<file path="src/rtl/cla_multiword_seq.sv">
// Multi-word adder sequencer around a single carry-lookahead slice.
// Operands of width*words bits are added one word per cycle, LSW first,
// with each word's carry-out registered and fed back as the next carry-in.

// Single-slice adder: per-bit generate/propagate with the carry chain
// resolved combinationally inside one cycle.
module carryLHTop #(
  parameter int width = 16
) (
  input  logic [width-1:0] a,
  input  logic [width-1:0] b,
  input  logic             cin,
  output logic [width-1:0] s,
  output logic             cout
);

  logic [width-1:0] g;
  logic [width-1:0] p;

  assign g = a & b;
  assign p = a ^ b;

  // Carry recurrence c[i+1] = g[i] | p[i]&c[i], flattened by synthesis.
  always_comb begin : carry_chain
    logic cy;
    cy   = cin;
    s    = '0;
    for (int i = 0; i < width; i++) begin
      s[i] = p[i] ^ cy;
      cy   = g[i] | (p[i] & cy);
    end
    cout = cy;
  end

endmodule

// state | meaning
// IDLE  | waiting for operands, start_ready=1
// RUN   | adding word idx, carry_q holds carry into that word
// DONE  | result held on sum_out/cout_out, res_valid=1
module cla_multiword_seq #(
  parameter int width = 16,
  parameter int words = 4
) (
  input  logic                     clk,
  input  logic                     rst,
  input  logic                     start_valid,
  output logic                     start_ready,
  input  logic [width*words-1:0]   a_in,
  input  logic [width*words-1:0]   b_in,
  input  logic                     cin_in,
  output logic                     res_valid,
  input  logic                     res_ready,
  output logic [width*words-1:0]   sum_out,
  output logic                     cout_out
);

  localparam int iw = (words > 1) ? $clog2(words) : 1;
  localparam logic [iw-1:0] last_idx = iw'(words - 1);

  typedef enum logic [1:0] {IDLE, RUN, DONE} state_t;

  state_t                   state;
  logic [width*words-1:0]   a_q;
  logic [width*words-1:0]   b_q;
  logic [width*words-1:0]   sum_q;
  logic                     carry_q;
  logic                     cout_q;
  logic [iw-1:0]            idx;

  logic [width-1:0]         a_word;
  logic [width-1:0]         b_word;
  logic [width-1:0]         s_word;
  logic                     c_word;

  assign a_word = a_q[idx*width +: width];
  assign b_word = b_q[idx*width +: width];

  carryLHTop #(.width(width)) u_slice (
    .a    (a_word),
    .b    (b_word),
    .cin  (carry_q),
    .s    (s_word),
    .cout (c_word)
  );

  // Sequencer: capture operands, walk the words, hold the result until taken.
  always_ff @(posedge clk) begin
    if (rst) begin
      state   <= IDLE;
      idx     <= '0;
      carry_q <= 1'b0;
      sum_q   <= '0;
      cout_q  <= 1'b0;
    end else begin
      case (state)
        IDLE: begin
          if (start_valid) begin
            a_q     <= a_in;
            b_q     <= b_in;
            carry_q <= cin_in;
            idx     <= '0;
            state   <= RUN;
          end
        end
        RUN: begin
          sum_q[idx*width +: width] <= s_word;
          carry_q                   <= c_word;
          if (idx == last_idx) begin
            cout_q <= c_word;
            state  <= DONE;
          end else begin
            idx <= idx + 1'b1;
          end
        end
        DONE: begin
          if (res_ready) state <= IDLE;
        end
        default: state <= IDLE;
      endcase
    end
  end

  assign start_ready = (state == IDLE);
  assign res_valid   = (state == DONE);
  assign sum_out     = sum_q;
  assign cout_out    = cout_q;

endmodule
</file>
<file path="config.mk">
export PLATFORM = sky130hd
export DESIGN_NAME = cla_multiword_seq
export DESIGN_NICKNAME = d
export VERILOG_FILES = /design/src/rtl/cla_multiword_seq.sv
export SDC_FILE = /design/constraint.sdc
export NUM_CORES = 1
export LEC_CHECK = 0
export BUFFER_PORTS_ARGS = -buffer_cell sky130_fd_sc_hd__clkbuf_2
export CAP_MARGIN = 0
export CORE_MARGIN = 8
export CORE_UTILIZATION = 56
export DETAILED_ROUTE_END_ITERATION = 8
export PLACE_DENSITY = 0.93
export SLEW_MARGIN = 20
export SYNTH_ARGS = -nofsm -noshare
export SYNTH_HDL_FRONTEND = slang
export SYNTH_SLANG_ARGS = --single-unit
</file>
<file path="constraint.sdc">
create_clock -name clk -period 17.9 [get_ports clk]
set_input_delay 3.58 -clock clk [delete_from_list [all_inputs] [get_ports clk]]
set_output_delay 3.58 -clock clk [all_outputs]
set_load 0.02 [all_outputs]
</file>
==> results.ini, run 1 <==
[worst_setup_path]
cp-start-kind=flop
arrival_ns=8.52
path_common_cell=fa_1
critPathKind=reg -> reg
crit_required_ns=18.19
crit_chain=buf_4 > mux4_2 > fa_1 > inv_1 > fa_1 > fa_1 > fa_1 > fa_1 > fa_1 > fa_1 > fa_1 > fa_1 > fa_1 > fa_1 > fa_1 > fa_1 > fa_1 > fa_1 > inv_1 > fa_1 > inv_1 > o31ai_1
timing.critical_path.slowest_cell_delay_ns=0.69
worstSetupEndpointType=flop
slowest_stage=dfxtp_2
cp_max_fo=23

[flow_run]
max_cap_violations=0

[die]
die_h_um=134
boundaryPins=200
start_util=0.568
rows=43
die-area_um2=18000
die_x_um=134
core_area_um2=13800

[cells_and_area]
antenna_cells=0
fin_util=0.692
layout.nets=825
multi_input_area_um2=2280
nFillCells=922
fin_cells=863
drive_above_1_share=0.414
seq_area_um2=5250
syn2layout_area_growth_pct=21.9

[sta]
max-slew-margin-rel=0.300
fin_ws_ns=9.67
fmax_mhz=121
period_needed_ns=8.23
whs_ns=0.497
setup_violations=0
clock_skew_ns=0.00922
worst_slew_pin_slew_ns=1.05
finalHoldViolCount=0
rsz0062_at_grt=no
slew_viol_final=0
final.setup.tns_ns=0
fin_crit_sh=0.460

[placed_design]
dp.cells=829
place.gp.congestion=0.823
hpwl_mm=13.7
portBuffers=199
post-place-ws_ns=9.62

[clock_tree]
htree_levels=4
hold_buffers=0
clk_latency_ns=0.43
ctsRootBufferMaster=clkbuf_16
numCtsBuffers=17
cts_tree=done
post-cts-setup-buffers=0
clock_path_buffers=2
clk_pin_slew_ns=0.07
clock_sinks=198
cts-resized-gates=0

[route]
vias_per_cell=5.57
dr.pass1.iters=4
drtIter0Drc=442
drc_errors=0
routedWlPerCell_um=21.3
antenna_left=0
vias=4806
drt-total-wl_mm=18.4

[logic_synthesis]
synth.largest_area_cell=edfxtp_1
syn_nets=634
avgSynthCellArea_um2=16.3
yosysUniqueCellTypes=32
yosysWarnings=0
synthesis.area_um2=7820
synth_area_leaders=edfxtp_1 (49%), dfxtp_1 (18%), mux4_2 (9.2%)
yosys_register_bits=198
syn_inst=479
ys_seq_area_frac=0.671
synth_top_area_share=0.491

[global_routing]
grt_pass1_vias=5235
track_usage=0.210
grt_max_degree=94
antenna_found_initial=0
globalRouteOverflowTotal=0
grt_pass1_wl_mm=28.7

[power_and_ir_drop]
power_density_nw_per_um2=106
power.leakage_nw=3.74
vdd_drop_max_mv=0.0703

[worst_hold_path]
holdCritPathClass=reg -> reg

[outcome]
status=finished clean

==> worst max-delay path, delay by kind of cell, from the launching register on <==
family	cells	cell delay (ns)
multiplexers	1	0.34
buffers and inverters	4	0.81
flip-flops	1	0.69
adder cells (fa/ha/maj)	16	6.14
AO/OA/AOI/OAI	1	0.10
==> state kept, by name, indices dropped and copies added, names as in the netlist <==
signal / cells
a_q: 64
b_q: 64
sum_out: 64
idx: 2
state: 2
carry_q: 1
cout_out: 1
==> path summary, 6_finish.rpt <==
path | cells past startpoint | slack [ns] | end | from
worst max-delay path | 22 | 9.67 | sum_out[31] | idx[0]
worst min-delay path | 2 | 0.50 | sum_out[39] | sum_out[39]
worst min register to register | 2 | 0.50 | sum_out[39] | sum_out[39]
worst max register to register | 22 | 9.67 | sum_out[31] | idx[0]
==> routing by layer <==
layer,track usage,vias up,share of wire
met2,0.333,231,0.50
met1,0.266,2346,0.40
met3,0.0565,27,0.081
li1,-,2202,-
met5,0,-,0
met4,0.0948,0,0.021
==> cells in the mapped netlist <==
library cell	number
mux2i_1	3
nand2_1	1
o21ai_1	8
a21oi_1	1
nand3_1	1
nor2b_1	1
nand3b_2	1
o21ai_2	12
o32ai_1	1
buf_6	4
a211oi_1	1
or3b_2	2
or4_4	1
clkbuf_1	21
buf_4	1
ha_1	6
or4_1	1
nor2_1	5
inv_1	35
mux4_2	32
nand3b_4	1
or3_1	1
nand2b_1	5
nor3_1	1
fa_1	16
o31ai_1	33
dfxtp_1	70
nand3b_1	68
buf_2	5
edfxtp_1	128
buf_8	1
o21ai_0	12
==> layout by cell type, fill, tap and decap left out, types with 2 or more instances in the layout <==
cell type | synthesis | layout
clkbuf_2 | 0 | 198
clkbuf_16 | 0 | 17
o21ai_2 | 12 | 12
buf_4 | 1 | 2
ha_1 | 6 | 6
o21ai_1 | 8 | 8
fa_1 | 16 | 16
inv_6 | 0 | 4
o21ai_0 | 12 | 12
clkinv_4 | 0 | 2
buf_6 | 4 | 2
o31ai_1 | 33 | 33
nand3b_1 | 68 | 68
or3b_2 | 2 | 2
nand2b_1 | 5 | 5
edfxtp_1 | 128 | 128
bufinv_16 | 0 | 3
mux2i_1 | 3 | 3
nor2_1 | 5 | 4
inv_1 | 35 | 35
clkbuf_1 | 21 | 3
mux4_2 | 32 | 32
dfxtp_1 | 70 | 69
==> logic make-up (layout without fill, tap and decap cells) <==
logic type      count (synthesis)  after routing  share of synthesized area
compound gates                 68             68                     0.0606
fa+ha+maj                      22             22                     0.0505
buf+inv                        67            271                     0.0387
flops                         198            198                      0.671
mux                            35             35                     0.0960
simple gates                   89             89                     0.0837
==> area by class of cell <==
| type | instances | share of cell area |
|---|---|---|
| multi-input cells | 214 | 0.239 |
| repair buffers | 204 | 0.110 |
| clock inverters | 12 | 0.0176 |
| well taps | 180 | 0.0236 |
| inverters | 35 | 0.0138 |
| clock buffers | 20 | 0.0458 |
| flip-flops and latches | 198 | 0.550 |
==> metrics by stage <==
step / cell area (µm²) / total power, mW
3_5_place_dp: 8900 / 0.634
5_1_grt: 9540 / 1.04
2_1_floorplan: 7820 / 0.589
6_report: 9540 / 1.01
3_3_place_gp: 8900 / 0.628
4_1_cts: 9510 / 1.02
==> power breakdown <==
group | internal (mW) | switching, mW
registers | 0.504 | 0.00890
logic | 0.0458 | 0.0643
clock network | 0.223 | 0.165
Note: power is estimated with default switching activity, not from simulation.
==> run 2, diff against run 1 <==
--- a/config.mk
+++ b/config.mk
@@ -5,12 +5,13 @@
 export SDC_FILE = /design/constraint.sdc
 export NUM_CORES = 1
 export LEC_CHECK = 0
+export ABC_AREA = 1
 export BUFFER_PORTS_ARGS = -buffer_cell sky130_fd_sc_hd__clkbuf_2
 export CAP_MARGIN = 0
 export CORE_MARGIN = 8
-export CORE_UTILIZATION = 56
+export CORE_UTILIZATION = 53
 export DETAILED_ROUTE_END_ITERATION = 8
-export PLACE_DENSITY = 0.93
+export PLACE_DENSITY = 0.88
 export SLEW_MARGIN = 20
 export SYNTH_ARGS = -nofsm -noshare
 export SYNTH_HDL_FRONTEND = slang
==> constraint.sdc (replaced) <==
create_clock -name clk -period 7.8 [get_ports clk]
set_input_delay 1.56 -clock clk [delete_from_list [all_inputs] [get_ports clk]]
set_output_delay 1.56 -clock clk [all_outputs]
set_load 0.02 [all_outputs]
==> run 2 against run 1 <==
  * Count of clock-buffer cells in the layout shrank 3
  * Final area grew 5.7%
  * Total power grew 140%
  * Worst hold slack lost 0.033 ns
  * Sequential cell count is the same
  * Clock skew shrank 0.0011 ns
  * Fmax grew 9.6%
  * Final cell count grew 44%
  * Via count grew 34%
  * Utilization shrank 3.2 points
  * Setup slack lost 9.4 ns
  * Register-to-register slack lost 9.4 ns
  * Largest power group unchanged
==> results.ini, run 2 <==
[sta]
final.setup.tns_ns=0  ; unchanged
max-slew-margin-rel=0.428  ; was 0.300
worst_slew_pin_slew_ns=0.858  ; was 1.05 ns
period_needed_ns=7.51  ; was 8.23 ns
setup_violations=0  ; unchanged
fmax_mhz=133  ; was 121 MHz
clock_skew_ns=0.00814  ; was 0.00922 ns
slew_viol_final=0  ; unchanged
fin_crit_sh=0.963  ; was 0.460
finalHoldViolCount=0  ; unchanged
rsz0062_at_grt=no  ; unchanged

[logic_synthesis]
synthesis.area_um2=8280  ; was 7820 µm²
synth_area_leaders=edfxtp_1 (46%), dfxtp_1 (17%), nor2_1 (7.5%)  ; was edfxtp_1 (49%), dfxtp_1 (18%), mux4_2 (9.2%)
synth_ff_type=edfxtp_1  ; unchanged
synth-compound-area-share=0.0958  ; was 0.0606
muxShareOfSynthArea=0  ; was 0.0960
synth-simple-area-share=0.163  ; was 0.0837
synth.largest_area_cell=edfxtp_1  ; unchanged
syn_nets=986  ; was 634
yosys_register_bits=198  ; unchanged
avgSynthCellArea_um2=9.96  ; was 16.3 µm²
yosysUniqueCellTypes=27  ; was 32
ys_seq_area_frac=0.634  ; was 0.671
synthXorXnorAreaFrac=0  ; unchanged
synth_adder_area_share=0.0478  ; was 0.0505
yosysWarnings=0  ; unchanged
synth_top_area_share=0.464  ; was 0.491
synth.most_common_cell=nor2_1  ; was edfxtp_1
synth_edf_count=128  ; unchanged
synth_top_family_by_area=simple AND/OR/NAND/NOR gates  ; was multiplexers
ys_top_cells_by_count=nor2_1 (165), edfxtp_1 (128), nand2_1 (128)  ; was edfxtp_1 (128), dfxtp_1 (70), nand3b_1 (68)
synthArstFlopShare=0  ; unchanged
syn_inst=831  ; was 479

[cells_and_area]
nFillCells=1192  ; was 922
antenna_cells=0  ; unchanged
layout.nets=1172  ; was 825
syn2layout_area_growth_pct=21.8  ; was 21.9%
final_common_cell=clkbuf_2  ; unchanged
drive_above_1_share=0.258  ; was 0.414
fin_area_um2=10100  ; was 9540 µm²
most-common-layout-cells=clkbuf_2 (199), nor2_1 (165), nand2_1 (128), edfxtp_1 (128), a21oi_1 (76)  ; was clkbuf_2 (198), edfxtp_1 (128), dfxtp_1 (69)

[placed_design]
portBuffers=199  ; unchanged
post_dp_cell_area_um2=9440  ; was 8900 µm²
hpwl_mm=15.6  ; was 13.7 mm
place.gp.congestion=0.943  ; was 0.823

[route]
antenna_left=0  ; unchanged
vias_per_cell=5.19  ; was 5.57
vias=6439  ; was 4,806
drtIter0Drc=639  ; was 442
drc_errors=0  ; unchanged
drt-total-wl_mm=21.2  ; was 18.4 mm
dr.pass1.iters=5  ; was 4
routedWlPerCell_um=17.1  ; was 21.3 µm

[clock_tree]
ctsRootBufferMaster=clkbuf_16  ; unchanged
htree_levels=4  ; unchanged
clk_pin_slew_ns=0.07  ; about the same
clk_latency_ns=0.44  ; was 0.43 ns
clock_sinks=198  ; unchanged
cts_tree=done  ; unchanged
numCtsBuffers=17  ; unchanged
clock_path_buffers=2  ; unchanged

[global_routing]
track_usage=0.213  ; was 0.210
grt_pass1_wl_mm=32.5  ; was 28.7 mm
grt_pass1_vias=6412  ; was 5,235
globalRouteOverflowTotal=0  ; unchanged
antenna_found_initial=0  ; unchanged
grt_max_degree=101  ; was 94

[worst_setup_path]
cp-start-kind=flop  ; unchanged
worstSetupEndpointType=flop  ; unchanged
arrival_ns=7.81  ; was 8.52 ns
critPathKind=reg -> reg  ; unchanged
cp_max_fo=8  ; was 23
crit_required_ns=8.10  ; was 18.19 ns

[outcome]
status=finished clean  ; unchanged

[die]
die-area_um2=19900  ; was 18,000 µm²
rows=45  ; was 43
start_util=0.542  ; was 0.568
die_x_um=141  ; was 134 µm
die_h_um=141  ; was 134 µm
core_area_um2=15300  ; was 13,800 µm²
boundaryPins=200  ; unchanged

[flow_run]
max_cap_violations=0  ; unchanged

[power_and_ir_drop]
power.leakage_nw=4.33  ; was 3.74 nW
power_density_nw_per_um2=243  ; was 106 nW/µm²
p_total_mw=2.45  ; was 1.01 mW
vdd_drop_max_mv=0.166  ; was 0.0703 mV

[worst_hold_path]
holdCritPathClass=reg -> reg  ; unchanged

[run 2: per-layer routing]
layer	vias up	track usage	routed length, µm
li1	3108	-	-
met1	2985	0.247	8200
met2	307	0.365	10600
met3	39	0.0699	2000
met4	0	0.0718	469
met5	-	0	0
[run 2: per-stage QoR]
stage | setup WS [ns] | hold WS (ns) | std cells | util
after floorplan | 0.242 | 0.540 | 831 | -
after global placement | 0.279 | 0.451 | 1208 | 0.618
after detailed placement | 0.0638 | 0.456 | 1208 | 0.618
after CTS | 0.0186 | 0.467 | 1240 | 0.657
after global routing | 0.0269 | 0.493 | 1241 | 0.660
final | 0.290 | 0.464 | 1241 | 0.660
[run 2: path summary, 6_finish.rpt]
kind / from / to / slack (ns) / cells past startpoint
setup / recovery: idx[1] / sum_out[31] / 0.29 / 25
hold / removal: sum_out[5] / sum_out[5] / 0.46 / 2
setup reg to reg: idx[1] / sum_out[31] / 0.29 / 25
hold reg to reg: sum_out[5] / sum_out[5] / 0.46 / 2
[run 2: timing repair]
action,4_1_cts,5_1_grt
setup endpoints to repair,0,6
hold buffers,0,0
gates resized for setup,0,14
endpoints found under the hold margin,0,0
setup buffers,0,1
[run 2: layout make-up]
type                    instances  area [µm²]  area share
flip-flops and latches        198        5250       0.521
multi-input cells             510        2570       0.255
repair buffers                211        1100       0.110
clock buffers                  17         425      0.0422
inverters                      79         299      0.0297
well taps                     211         264      0.0262
clock inverters                15         169      0.0168
[run 2: cell families (layout without fill, tap and decap cells)]
| logic type | after synthesis | in the layout |
|---|---|---|
| fa+ha+maj | 22 | 22 |
| simple gates | 331 | 331 |
| flops | 198 | 198 |
| buf+inv | 123 | 322 |
| compound gates | 157 | 157 |
[run 2: critical path: stages (launching register included)]
cell and delay [ns]:
dfxtp_1 0.38, buf_4 0.17, o21ai_0 0.11, o22ai_1 0.26, fa_2 0.25, inv_1 0.05, fa_1 0.40, fa_2 0.37
fa_1 0.40, fa_1 0.39, fa_2 0.36, fa_2 0.36, fa_1 0.40, fa_2 0.36, fa_2 0.35, fa_1 0.38
fa_2 0.37, fa_1 0.39, fa_1 0.40, fa_1 0.37, inv_1 0.08, fa_1 0.44, nand3_1 0.13, nor2_1 0.06
nor2_1 0.10, nor2_1 0.04
[run 2: power breakdown]
group          leakage (nW)  total [mW]  internal (mW)  switching (mW)
clock network         0.289       0.878          0.480           0.397
registers              1.75        1.18           1.16          0.0166
logic                  2.28       0.400          0.142           0.258
